==> src/rtl/fifo_pattern_tester.sv <==
// Burst/gap FIFO write-traffic generator with an independent read-side checker.
// Define FIFO_TESTER_LFSR_EN to compile in the 32-bit LFSR pattern selected by lfsr_mode.

module fifo_pattern_tester #(
  parameter int DSIZE     = 8,
  parameter int BURST_LEN = 2,
  parameter int GAP_LEN   = 1,
  parameter int SEED      = 0,
  parameter int CNT_W     = 32
) (
  input  logic             clk,
  input  logic             rst,
  input  logic             enable,
  input  logic             clear,
  input  logic             lfsr_mode,
  input  logic             rd_stall,
  output logic             wr_en,
  output logic [DSIZE-1:0] wr_data,
  input  logic             wr_full,
  output logic             rd_en,
  input  logic [DSIZE-1:0] rd_data,
  input  logic             rd_empty,
  output logic [CNT_W-1:0] tx_count,
  output logic [CNT_W-1:0] rx_count,
  output logic [CNT_W-1:0] err_count,
  output logic             err_flag,
  output logic [DSIZE-1:0] first_exp,
  output logic [DSIZE-1:0] first_act,
  output logic             done
);

  typedef enum logic [1:0] {
    IDLE  = 2'd0,
    BURST = 2'd1,
    GAP   = 2'd2
  } state_t;

  localparam int BW = (BURST_LEN > 1) ? $clog2(BURST_LEN) : 1;
  localparam int GW = (GAP_LEN > 1) ? $clog2(GAP_LEN) : 1;
  localparam logic [BW-1:0]    BURST_LAST = BW'(BURST_LEN - 1);
  localparam logic [GW-1:0]    GAP_LAST   = GW'((GAP_LEN > 0) ? GAP_LEN - 1 : 0);
  localparam logic             GAP_NONE   = (GAP_LEN == 0);
  localparam logic [BW-1:0]    BURST_ONE  = BW'(1'b1);
  localparam logic [GW-1:0]    GAP_ONE    = GW'(1'b1);
  localparam logic [CNT_W-1:0] CNT_ONE    = CNT_W'(1'b1);
  localparam logic [DSIZE-1:0] INC_ONE    = DSIZE'(1'b1);
  localparam logic [DSIZE-1:0] SEED_W     = DSIZE'(SEED);

  state_t           state_r;
  state_t           state_nx_s;
  logic [BW-1:0]    burst_cnt_r;
  logic [BW-1:0]    burst_cnt_nx_s;
  logic [GW-1:0]    gap_cnt_r;
  logic [GW-1:0]    gap_cnt_nx_s;
  logic             init_s;
  logic             wr_en_s;
  logic             rd_en_s;
  logic             mismatch_s;
  logic [DSIZE-1:0] wr_inc_r;
  logic [DSIZE-1:0] exp_inc_r;
  logic [DSIZE-1:0] wr_word_s;
  logic [DSIZE-1:0] exp_word_s;
  logic [CNT_W-1:0] tx_count_r;
  logic [CNT_W-1:0] rx_count_r;
  logic [CNT_W-1:0] err_count_r;
  logic             err_flag_r;
  logic [DSIZE-1:0] first_exp_r;
  logic [DSIZE-1:0] first_act_r;

`ifdef FIFO_TESTER_LFSR_EN
  localparam logic [31:0] LFSR_SEED = 32'hFFFF_FFFF;

  logic        lfsr_mode_r;
  logic [31:0] wr_lfsr_r;
  logic [31:0] exp_lfsr_r;

  function automatic logic [31:0] lfsr_next(input logic [31:0] s);
    return {s[30:0], s[31] ^ s[21] ^ s[1] ^ s[0]};
  endfunction
`else
  logic unused_lfsr_mode_s;
  assign unused_lfsr_mode_s = lfsr_mode;
`endif

  assign init_s     = rst | clear;
  assign rd_en_s    = !rd_empty && !rd_stall;
  assign mismatch_s = rd_en_s && (rd_data != exp_word_s);

  // Pattern select: both generators always present the same pattern family.
  always_comb begin
    wr_word_s  = wr_inc_r;
    exp_word_s = exp_inc_r;
`ifdef FIFO_TESTER_LFSR_EN
    if (lfsr_mode_r) begin
      wr_word_s  = wr_lfsr_r[DSIZE-1:0];
      exp_word_s = exp_lfsr_r[DSIZE-1:0];
    end else begin
      wr_word_s  = wr_inc_r;
      exp_word_s = exp_inc_r;
    end
`endif
  end

  // Writer state register.
  always_ff @(posedge clk) begin
    if (init_s) begin
      state_r <= IDLE;
    end else begin
      state_r <= state_nx_s;
    end
  end

  // Writer next-state; a dropped enable abandons the burst from any state.
  always_comb begin
    state_nx_s     = state_r;
    burst_cnt_nx_s = burst_cnt_r;
    gap_cnt_nx_s   = gap_cnt_r;
    wr_en_s        = (state_r == BURST) && !wr_full;
    case (state_r)
      IDLE: begin
        burst_cnt_nx_s = '0;
        gap_cnt_nx_s   = '0;
        if (enable) begin
          state_nx_s = BURST;
        end else begin
          state_nx_s = IDLE;
        end
      end
      BURST: begin
        if (!enable) begin
          state_nx_s     = IDLE;
          burst_cnt_nx_s = '0;
        end else if (wr_en_s) begin
          if (burst_cnt_r == BURST_LAST) begin
            burst_cnt_nx_s = '0;
            gap_cnt_nx_s   = '0;
            if (GAP_NONE) begin
              state_nx_s = BURST;
            end else begin
              state_nx_s = GAP;
            end
          end else begin
            burst_cnt_nx_s = burst_cnt_r + BURST_ONE;
          end
        end else begin
          state_nx_s = BURST;
        end
      end
      GAP: begin
        if (!enable) begin
          state_nx_s   = IDLE;
          gap_cnt_nx_s = '0;
        end else if (gap_cnt_r == GAP_LAST) begin
          state_nx_s   = BURST;
          gap_cnt_nx_s = '0;
        end else begin
          gap_cnt_nx_s = gap_cnt_r + GAP_ONE;
        end
      end
      default: begin
        state_nx_s     = IDLE;
        burst_cnt_nx_s = '0;
        gap_cnt_nx_s   = '0;
      end
    endcase
  end

  // Writer counters and write-side generator; the pattern mode is latched on init only.
  always_ff @(posedge clk) begin
    if (init_s) begin
      burst_cnt_r <= '0;
      gap_cnt_r   <= '0;
      tx_count_r  <= '0;
      wr_inc_r    <= SEED_W;
`ifdef FIFO_TESTER_LFSR_EN
      wr_lfsr_r   <= LFSR_SEED;
      lfsr_mode_r <= lfsr_mode;
`endif
    end else begin
      burst_cnt_r <= burst_cnt_nx_s;
      gap_cnt_r   <= gap_cnt_nx_s;
      if (wr_en_s) begin
        tx_count_r <= tx_count_r + CNT_ONE;
        wr_inc_r   <= wr_inc_r + INC_ONE;
`ifdef FIFO_TESTER_LFSR_EN
        wr_lfsr_r  <= lfsr_next(wr_lfsr_r);
`endif
      end
    end
  end

  // Reader check: the expected generator advances on every pop, even a mismatching one.
  always_ff @(posedge clk) begin
    if (init_s) begin
      rx_count_r  <= '0;
      err_count_r <= '0;
      err_flag_r  <= 1'b0;
      first_exp_r <= '0;
      first_act_r <= '0;
      exp_inc_r   <= SEED_W;
`ifdef FIFO_TESTER_LFSR_EN
      exp_lfsr_r  <= LFSR_SEED;
`endif
    end else if (rd_en_s) begin
      rx_count_r <= rx_count_r + CNT_ONE;
      exp_inc_r  <= exp_inc_r + INC_ONE;
`ifdef FIFO_TESTER_LFSR_EN
      exp_lfsr_r <= lfsr_next(exp_lfsr_r);
`endif
      if (mismatch_s) begin
        if (err_count_r != '1) begin
          err_count_r <= err_count_r + CNT_ONE;
        end
        if (!err_flag_r) begin
          err_flag_r  <= 1'b1;
          first_exp_r <= exp_word_s;
          first_act_r <= rd_data;
        end
      end
    end
  end

  assign wr_en     = wr_en_s;
  assign wr_data   = wr_word_s;
  assign rd_en     = rd_en_s;
  assign tx_count  = tx_count_r;
  assign rx_count  = rx_count_r;
  assign err_count = err_count_r;
  assign err_flag  = err_flag_r;
  assign first_exp = first_exp_r;
  assign first_act = first_act_r;
  assign done      = (state_r == IDLE) && !enable && (tx_count_r == rx_count_r);

endmodule
==> config.mk <==
export PLATFORM = sky130hd
export DESIGN_NAME = fifo_pattern_tester
export DESIGN_NICKNAME = d
export VERILOG_FILES = /design/src/rtl/fifo_pattern_tester.sv
export SDC_FILE = /design/constraint.sdc
export NUM_CORES = 1
export LEC_CHECK = 0
export ABC_AREA = 1
export BUFFER_PORTS_ARGS = -buffer_cell sky130_fd_sc_hd__buf_2
export CAP_MARGIN = 10
export CORE_MARGIN = 2
export CORE_UTILIZATION = 40
export DETAILED_ROUTE_END_ITERATION = 12
export PLACE_DENSITY = 0.62
export SYNTH_ARGS = -nofsm -noshare
export SYNTH_HDL_FRONTEND = slang
export SYNTH_SLANG_ARGS = --single-unit
==> constraint.sdc <==
create_clock -name clk -period 1.6 [get_ports clk]
set_clock_uncertainty 0.15 [all_clocks]
set_input_delay 0.08 -clock clk [delete_from_list [all_inputs] [get_ports clk]]
set_output_delay 0.08 -clock clk [all_outputs]
set_load 0.01 [all_outputs]
==> Word-level counts from Yosys, hierarchy flattened <==
Index checks and enable logic that the tools add are counted.
{ "classes": {"add_sub_neg": 7, "eq_ne": 11, "n_mux": 17, "bitwise": 3, "reduce_logical": 16} }
{ "ops": {"columns": ["cell", "count"], "rows": [
  ["adder 32 x 1 -> 32 bit (second input constant)", 3],
  ["== test 32 bit", 1],
  ["inequality test 32 bit (second input constant)", 1],
  ["adder 8 x 1 -> 8 bit (second input constant)", 2],
  ["two-way mux 2 bit", 5],
  ["two-way mux 1 bit", 9],
  ["AND reduction 3 bit", 3],
  ["inequality test 8 bit", 1],
  ["inequality test 2 bit (second input constant)", 3],
  ["inequality test 3 bit (second input constant)", 2],
  ["case mux 2 bit (3 select lines)", 1],
  ["AND reduction 2 bit", 3],
  ["logical AND 1 bit", 5],
  ["logical NOT 1 bit", 4],
  ["inequality test 4 bit (second input constant)", 1],
  ["case mux 1 bit (2 select lines)", 2],
  ["adder 1 bit (second input constant)", 2],
  ["== test 2 x 1 -> 1 bit (second input constant)", 1],
  ["== test 2 bit (second input constant)", 1],
  ["logical NOT 2 bit", 1],
  ["inverter 1 bit", 2],
  ["bitwise OR 1 bit", 1]
]} }
{ "totals": {"register_bits": 133, "out_inout_bits": 124, "word_cells": 65} }

==> Longest topological paths before layout <==
Gate-level depths: netlist of the first run.
{ "depth": {"ltp_word": 5, "depth_mapped": 13, "ltp_nobuf": 11} }

==> Worst setup path after synthesis of the first run <==
Ideal clock, no wire load.
{ "synth_timing": {"kind": "register -> register", "from": "register err_count_r[0] (netlist: err_count[0])", "to": "register err_count_r[9] (netlist: err_count[9])", "setup_ns": 0.113, "t_arrival_ns": 1.617, "path_slack_ns": -0.280, "stages_incl_launch_ff": 13, "path_buffers": 2, "synth_period_minus_slack_ns": 1.880, "path_cell_list": "dfxtp_1 ha_1 nand2_2 nor2_4 nand2_4 nor2_8 nand2_4 nand3_2 buf_6 buf_6 nand2_1 nand2_1 nor2_1"} }
{ "synth_via": {"elab_chain_len": 2, "elab_cells_between_ends": 3, "classes_between": "add/sub: 1; eq/ne: 1; reduce/logical: 1"} }
{ "synth_lines": {"columns": ["item", "line", "source"], "rows": [
  ["start, declared", "65", "logic [CNT_W-1:0] err_count_r;"],
  ["start signal, assigned", "212", "err_count_r <= err_count_r + CNT_ONE;"],
  ["branches (longest 2 deep; another with adder 32 x 1 -> 32 bit)", null, null]
]} }
Several ways; the timed one is not identified.
A chain may end at the register's enable or synchronous reset.

==> Final worst setup path of the first run <==
{ "layout_timing": {"from": "register rx_count_r[19] (netlist: rx_count[19])", "to": "output port done"} }
{ "layout_via": {"elab_chain_len": 2} }
{ "layout_lines": {"columns": ["item", "line", "source"], "rows": [
  ["start, declared", "64", "logic [CNT_W-1:0] rx_count_r;"],
  ["start signal, assigned", "205", "rx_count_r <= rx_count_r + CNT_ONE;"],
  ["== test 32 bit", "232", "assign done = (state_r == IDLE) && !enable && (tx_count_r == rx_count_r);"],
  ["logical AND 1 bit", "232", null],
  ["end, declared", "29", "output logic done"]
]} }
Every way passes these cells.

==> results.tsv, run 1 <==
metric	value	unit
path_clk_slew	0.06	ns
worst_slew_pin_slew	0.432	ns
p_leak	6.15	nW
critPathKind	register to output pin	
relSlewSlack	71.2	%
yosys_warnings	0	
synth_commonest_cells	nand2_1 (360), nor2_1 (230), inv_1 (206)	
drc_errors	0	
synthTopCellsByArea	dfxtp_1 (35%), nand2_1 (18%), nor2_1 (11%), inv_1 (10%), nand3_1 (4.5%)	
cts.sinks	132	
antenna_found_initial	0	
die_h	142	um
routed-via-count	9472	
synth_edf_count	0	
cts_buffers	17	
wl	28400	um
die_w	142	um
port_buffers	138	
clock_latency	0.42	ns
synth-async-reset-ratio	0	%
fin_crit	1.93	ns
yosysSeqAreaShare	34.7	%
fmax	519	MHz
dr.pass1.iters	7	
initial_core_util	40.8	%
synth_fp_nets	1289	
drtIter0Drc	513	
maxSlewViolCount	0	
ys_ff_latch	132	
nNetsFinal	1698	
setup_tns	-10.61	ns
cts_tree	done	
dieArea	20200	um2
synth_most_common_cell	nand2_1	
peakVddDrop	0.616	mV
wire_per_inst	14.8	um
htreeDepth	4	
hold_slack	0.0512	ns
dp_hpwl	18400	um
grt_pass1_vias	8933	
viasPerCell	4.93	
grt_pass1_wl	43200	um
hold_viol	0	
synth_largest_area_cell	dfxtp_1	
fillers	1532	
synth_largest_type_area_fraction	34.7	%
worst_slack	-0.328	ns
synthCells	1268	
critPathArrivalTime	1.70	ns
ant_nets	0	
utilization	68.5	%
holdCritPathClass	primary input to register	
violations	negative setup slack	
final_layout_size_suffix_gt1_share	44.8	%
end_kind	output pin	
grt_start_max_net_pins	56	
gp_congestion	0.907	
fin_crit_sh	120	%
synthFlopType	dfxtp_1	
clock_path_buffers	2	
cp-start-kind	register	
syn_area_per_cell	6.01	um2
rows	50	
top_level_ports	140	
diodes	0	
path_max_fanout	3	
netlist_area	7630	um2
rsz0062_at_grt	true	
required	1.37	ns
maxCapViolations	0	
track_usage	26.9	%
core_area	18700	um2
ys_types	37	
setup_violations	71	
grt_remaining_overflow	0	
clock-root-buffer	clkbuf_16	
p_per_area	686	nW/um2
area.growth.synth_to_final	68.0	%
finalPower	0.00879	W
status	finished with violations	
area by class of cell:
cell class / instances / area [um2] / share of cell area [%]
tap: 234 / 293 / 2.29
timing repair buffer: 418 / 3250 / 25.4
clock inverter: 10 / 203 / 1.58
clock buffer: 21 / 460 / 3.59
multi-input combinational: 901 / 5090 / 39.7
sequential: 132 / 2720 / 21.2
inverter: 207 / 795 / 6.20
critical path, stage by stage (launching register included):
cell     delay, ns
dfxtp_1       0.41
buf_4         0.16
o22ai_1       0.07
nor2_1        0.12
nand2_1       0.07
nor2_2        0.10
nand3_2       0.11
nor2_2        0.10
buf_2         0.13
power breakdown:
| part | switching, W | internal [W] | total, W |
|---|---|---|---|
| Sequential | 0.0000355 | 0.00333 | 0.00336 |
| Combinational | 0.000494 | 0.000427 | 0.000921 |
| Clock | 0.00152 | 0.00299 | 0.00450 |
state kept, by name, summed over array words and instances (netlist names):
name / cells
burst_cnt_r: 1
err_count: 32
err_flag: 1
exp_inc_r: 8
first_act: 8
first_exp: 8
rx_count: 32
state_r: 2
tx_count: 32
wr_data: 8
worst paths after layout:
kind / from / endpoint / slack [ns] / cells after the start
max: rx_count[19] / done / -0.33 / 8
min: rd_empty / rx_count[18] / 0.05 / 6
max reg2reg: err_count[0] / err_count[20] / -0.27 / 13
min reg2reg: burst_cnt_r / burst_cnt_r / 0.31 / 2
metal layers:
metal | global-route usage (%) | vias up | share of wire [%]
met2 | 48.2 | 276 | 52
li1 | - | 4755 | -
met5 | 0 | - | 0
met1 | 32.3 | 4382 | 41
met4 | 9.26 | 0 | 2.2
met3 | 4.78 | 59 | 4.6
metrics by stage:
stage	area, um2	setup slack [ns]	std cells
finish	12800	-0.328	1923
global route	12800	-0.452	1923
CTS	12000	-0.349	1909
detailed placement	10100	-0.165	1814
global placement	10100	-0.110	1814
floorplan	7690	-0.146	1268
cell usage in the layout, fill, tap and decap left out, types with 29 or more instances in the layout:
master / netlist / layout
nand2_1: 360 / 278
buf_4: 0 / 219
nor2_1: 230 / 163
inv_1: 206 / 161
buf_2: 7 / 137
dfxtp_1: 132 / 84
nand2_2: 4 / 59
nand3_1: 68 / 52
a21oi_1: 48 / 48
nor2_2: 8 / 45
dfxtp_2: 0 / 43
inv_2: 1 / 40
nor2_4: 3 / 33
o21ai_0: 58 / 29
timing repair:
| action | in CTS | in global routing |
|---|---|---|
| hold buffers | 13 | 0 |
| gates resized for setup | 194 | 244 |
| setup buffers | 40 | 20 |
| endpoints found under the setup margin | 77 | 107 |
| pin swaps | 64 | 83 |
| gates cloned | 13 | 0 |
| endpoints found under the hold margin | 22 | 0 |
cells by family (layout without fill, tap and decap cells):
family	count (synthesis)	in the layout	share of synthesized area, %
flip-flops	132	132	34.7
XOR/XNOR	24	24	2.76
adder cells (fa/ha/maj)	5	5	0.820
AND/OR/NAND/NOR	741	741	40.6
buffers and inverters	235	656	12.1
AO/OA/AOI/OAI	131	131	9.07
No activity file was read; power rests on OpenSTA's default activity.
==> run 2, diff against run 1 <==
ABC_AREA = not set   (was 1)
PLACE_DENSITY = 0.63   (was 0.62)
==> results.tsv, run 2 <==
metric	value	unit
dieArea	17200	um2
status	finished with violations	
final_layout_size_suffix_gt1_share	56.3	%
end_kind	register	
area.growth.synth_to_final	83.5	%
top_level_ports	140	
layout_commonest_cell	buf_4	
yosys_warnings	0	
fin_crit	2.14	ns
p_per_area	659	nW/um2
nNetsFinal	1188	
initial_core_util	40.8	%
worst_slack	-0.544	ns
track_usage	27.9	%
peakVddDrop	0.799	mV
fmax	467	MHz
relSlewSlack	69.8	%
dr.pass1.iters	5	
path_clk_slew	0.06	ns
htreeDepth	4	
dpl_cell_area	9330	um2
syn_area_per_cell	8.37	um2
p_leak	5.42	nW
r2r_slack	-0.54	ns
synthTopCellsByArea	dfxtp_1 (41%), xnor2_1 (7.8%), xor2_1 (6.1%), nor2_1 (4.5%), a21oi_1 (4.1%)	
dp_hpwl	14900	um
holdCritPathClass	primary input to register	
synth-async-reset-ratio	0	%
cts.sinks	132	
hold_viol	0	
cp-start-kind	register	
cts_buffers	17	
postLayoutCellArea	11900	um2
routed-via-count	7657	
synth_edf_count	0	
viasPerCell	5.48	
synth_fp_nets	796	
synthCells	775	
cts_tree	done	
synthFlopType	dfxtp_1	
required	1.81	ns
die_w	131	um
grt_start_max_net_pins	37	
synth_most_common_cell	dfxtp_1	
drc_errors	0	
grt_remaining_overflow	0	
maxSlewViolCount	0	
hold_slack	0.0642	ns
synth_commonest_cells	dfxtp_1 (132), nor2_1 (78), nand2_1 (65)	
setup_violations	108	
ys_ff_latch	132	
gp_congestion	0.858	
yosysSeqAreaShare	40.8	%
diodes	0	
wire_per_inst	18.5	um
holdPathEnd	burst_cnt_r	
grt_pass1_wl	38700	um
path_max_fanout	4	
ys_types	41	
rows	46	
wl	25800	um
synth_largest_type_area_fraction	40.8	%
core_area	15900	um2
r2r-start	err_count[15]	
clock-root-buffer	clkbuf_16	
worst_slew_pin_slew	0.453	ns
die_h	131	um
drtIter0Drc	517	
grt_pass1_vias	7329	
antenna_found_initial	0	
port_buffers	138	
rsz0062_at_grt	true	
netlist_area	6480	um2
clock_latency	0.43	ns
ant_nets	0	
critPathKind	register to register	
maxCapViolations	0	
critPathArrivalTime	2.35	ns
clock_path_buffers	2	
min_from	wr_full	
whs_path_depth	6	
ff2ff_path_depth	6	
fin_crit_sh	134	%
final_cell_mix	buf_4 (189), buf_2 (137), nor2_1 (72)	
violations	negative setup slack	
synth_largest_area_cell	dfxtp_1	
r2r-end	err_count[26]	
==> run 2: cell count changes after synthesis, moves of 34 or more <==
cell,delta
inv_1,-187
nand2_1,-295
nor2_1,-152
nor4_1,+34
xnor2_1,+55
==> run 2: how the worst max path moves through the flow <==
| stage | startpoint | end | slack, ns | depth (start not counted) |
|---|---|---|---|---|
| after floorplan | err_count[1] | err_count[12] | -0.30 | 6 |
| after CTS | rx_count[4] | done | -0.52 | 6 |
| after detailed placement | err_count[5] | err_count[24] | -0.46 | 5 |
| final | err_count[15] | err_count[26] | -0.54 | 6 |
| after global placement | err_count[5] | err_count[30] | -0.42 | 5 |
| after global routing | err_count[17] | err_count[26] | -0.60 | 6 |
==> run 2: layout make-up <==
class,instances,area [um2]
Clock buffer,17,425
Clock inverter,15,188
Fill cell,1031,3990
Inverter,19,71.3
Multi-Input combinational cell,581,4870
Sequential cell,132,2790
Tap cell,216,270
Timing Repair Buffer,416,3290
==> run 2: layer usage <==
metal / track usage [%] / up-vias / routed length (um)
li1: - / 3554 / -
met5: 0 / - / 0
met1: 36.2 / 3740 / 10700
met3: 4.36 / 63 / 1440
met2: 47.0 / 300 / 12800
met4: 10.3 / 0 / 798
==> run 2: where the power goes <==
group / switching [W] / internal (W) / total (W) / leakage [nW]
registers: 0.0000106 / 0.00326 / 0.00327 / 1.11
clock network: 0.00154 / 0.00259 / 0.00413 / 0.284
logic: 0.000246 / 0.000203 / 0.000450 / 4.04
==> run 2: repair_timing <==
| action | 4_1_cts | 5_1_grt |
|---|---|---|
| pin swaps | 102 | 89 |
| cloned | 12 | 0 |
| setup buffers | 45 | 39 |
| hold endpoints to repair | 20 | 0 |
| hold buffers | 11 | 0 |
| gates resized for setup | 160 | 112 |
| setup endpoints to repair | 101 | 111 |
==> run 2: worst max-delay path, stage by stage (launching register included) <==
cell and delay, ns:
dfxtp_2 0.34, nand4_1 0.18, nor3_4 0.32, buf_4 0.15
nand4_1 0.17, or4_4 0.61, a21oi_2 0.16
==> run 2: cells by family (layout without fill, tap and decap cells) <==
| group | after synthesis | in the layout | share of synthesized area, % |
|---|---|---|---|
| compound gates | 113 | 113 | 9.98 |
| mux | 12 | 12 | 1.85 |
| flops | 132 | 132 | 40.8 |
| fa+ha+maj | 5 | 5 | 0.965 |
| buf+inv | 62 | 467 | 3.80 |
| xor+xnor | 103 | 103 | 13.9 |
| simple gates | 348 | 348 | 28.7 |
==> run 2: per-stage QoR <==
step | power (W) | worst slack [ns] | TNS, ns | instances | util (%)
global route | 0.00805 | -0.595 | -31.67 | 1396 | 74.9
floorplan | 0.00350 | -0.301 | -11.49 | 775 | -
global placement | 0.00364 | -0.418 | -16.66 | 1274 | 58.7
detailed placement | 0.00364 | -0.459 | -18.44 | 1274 | 58.7
CTS | 0.00785 | -0.516 | -21.19 | 1374 | 71.6
finish | 0.00785 | -0.544 | -24.23 | 1396 | 74.9
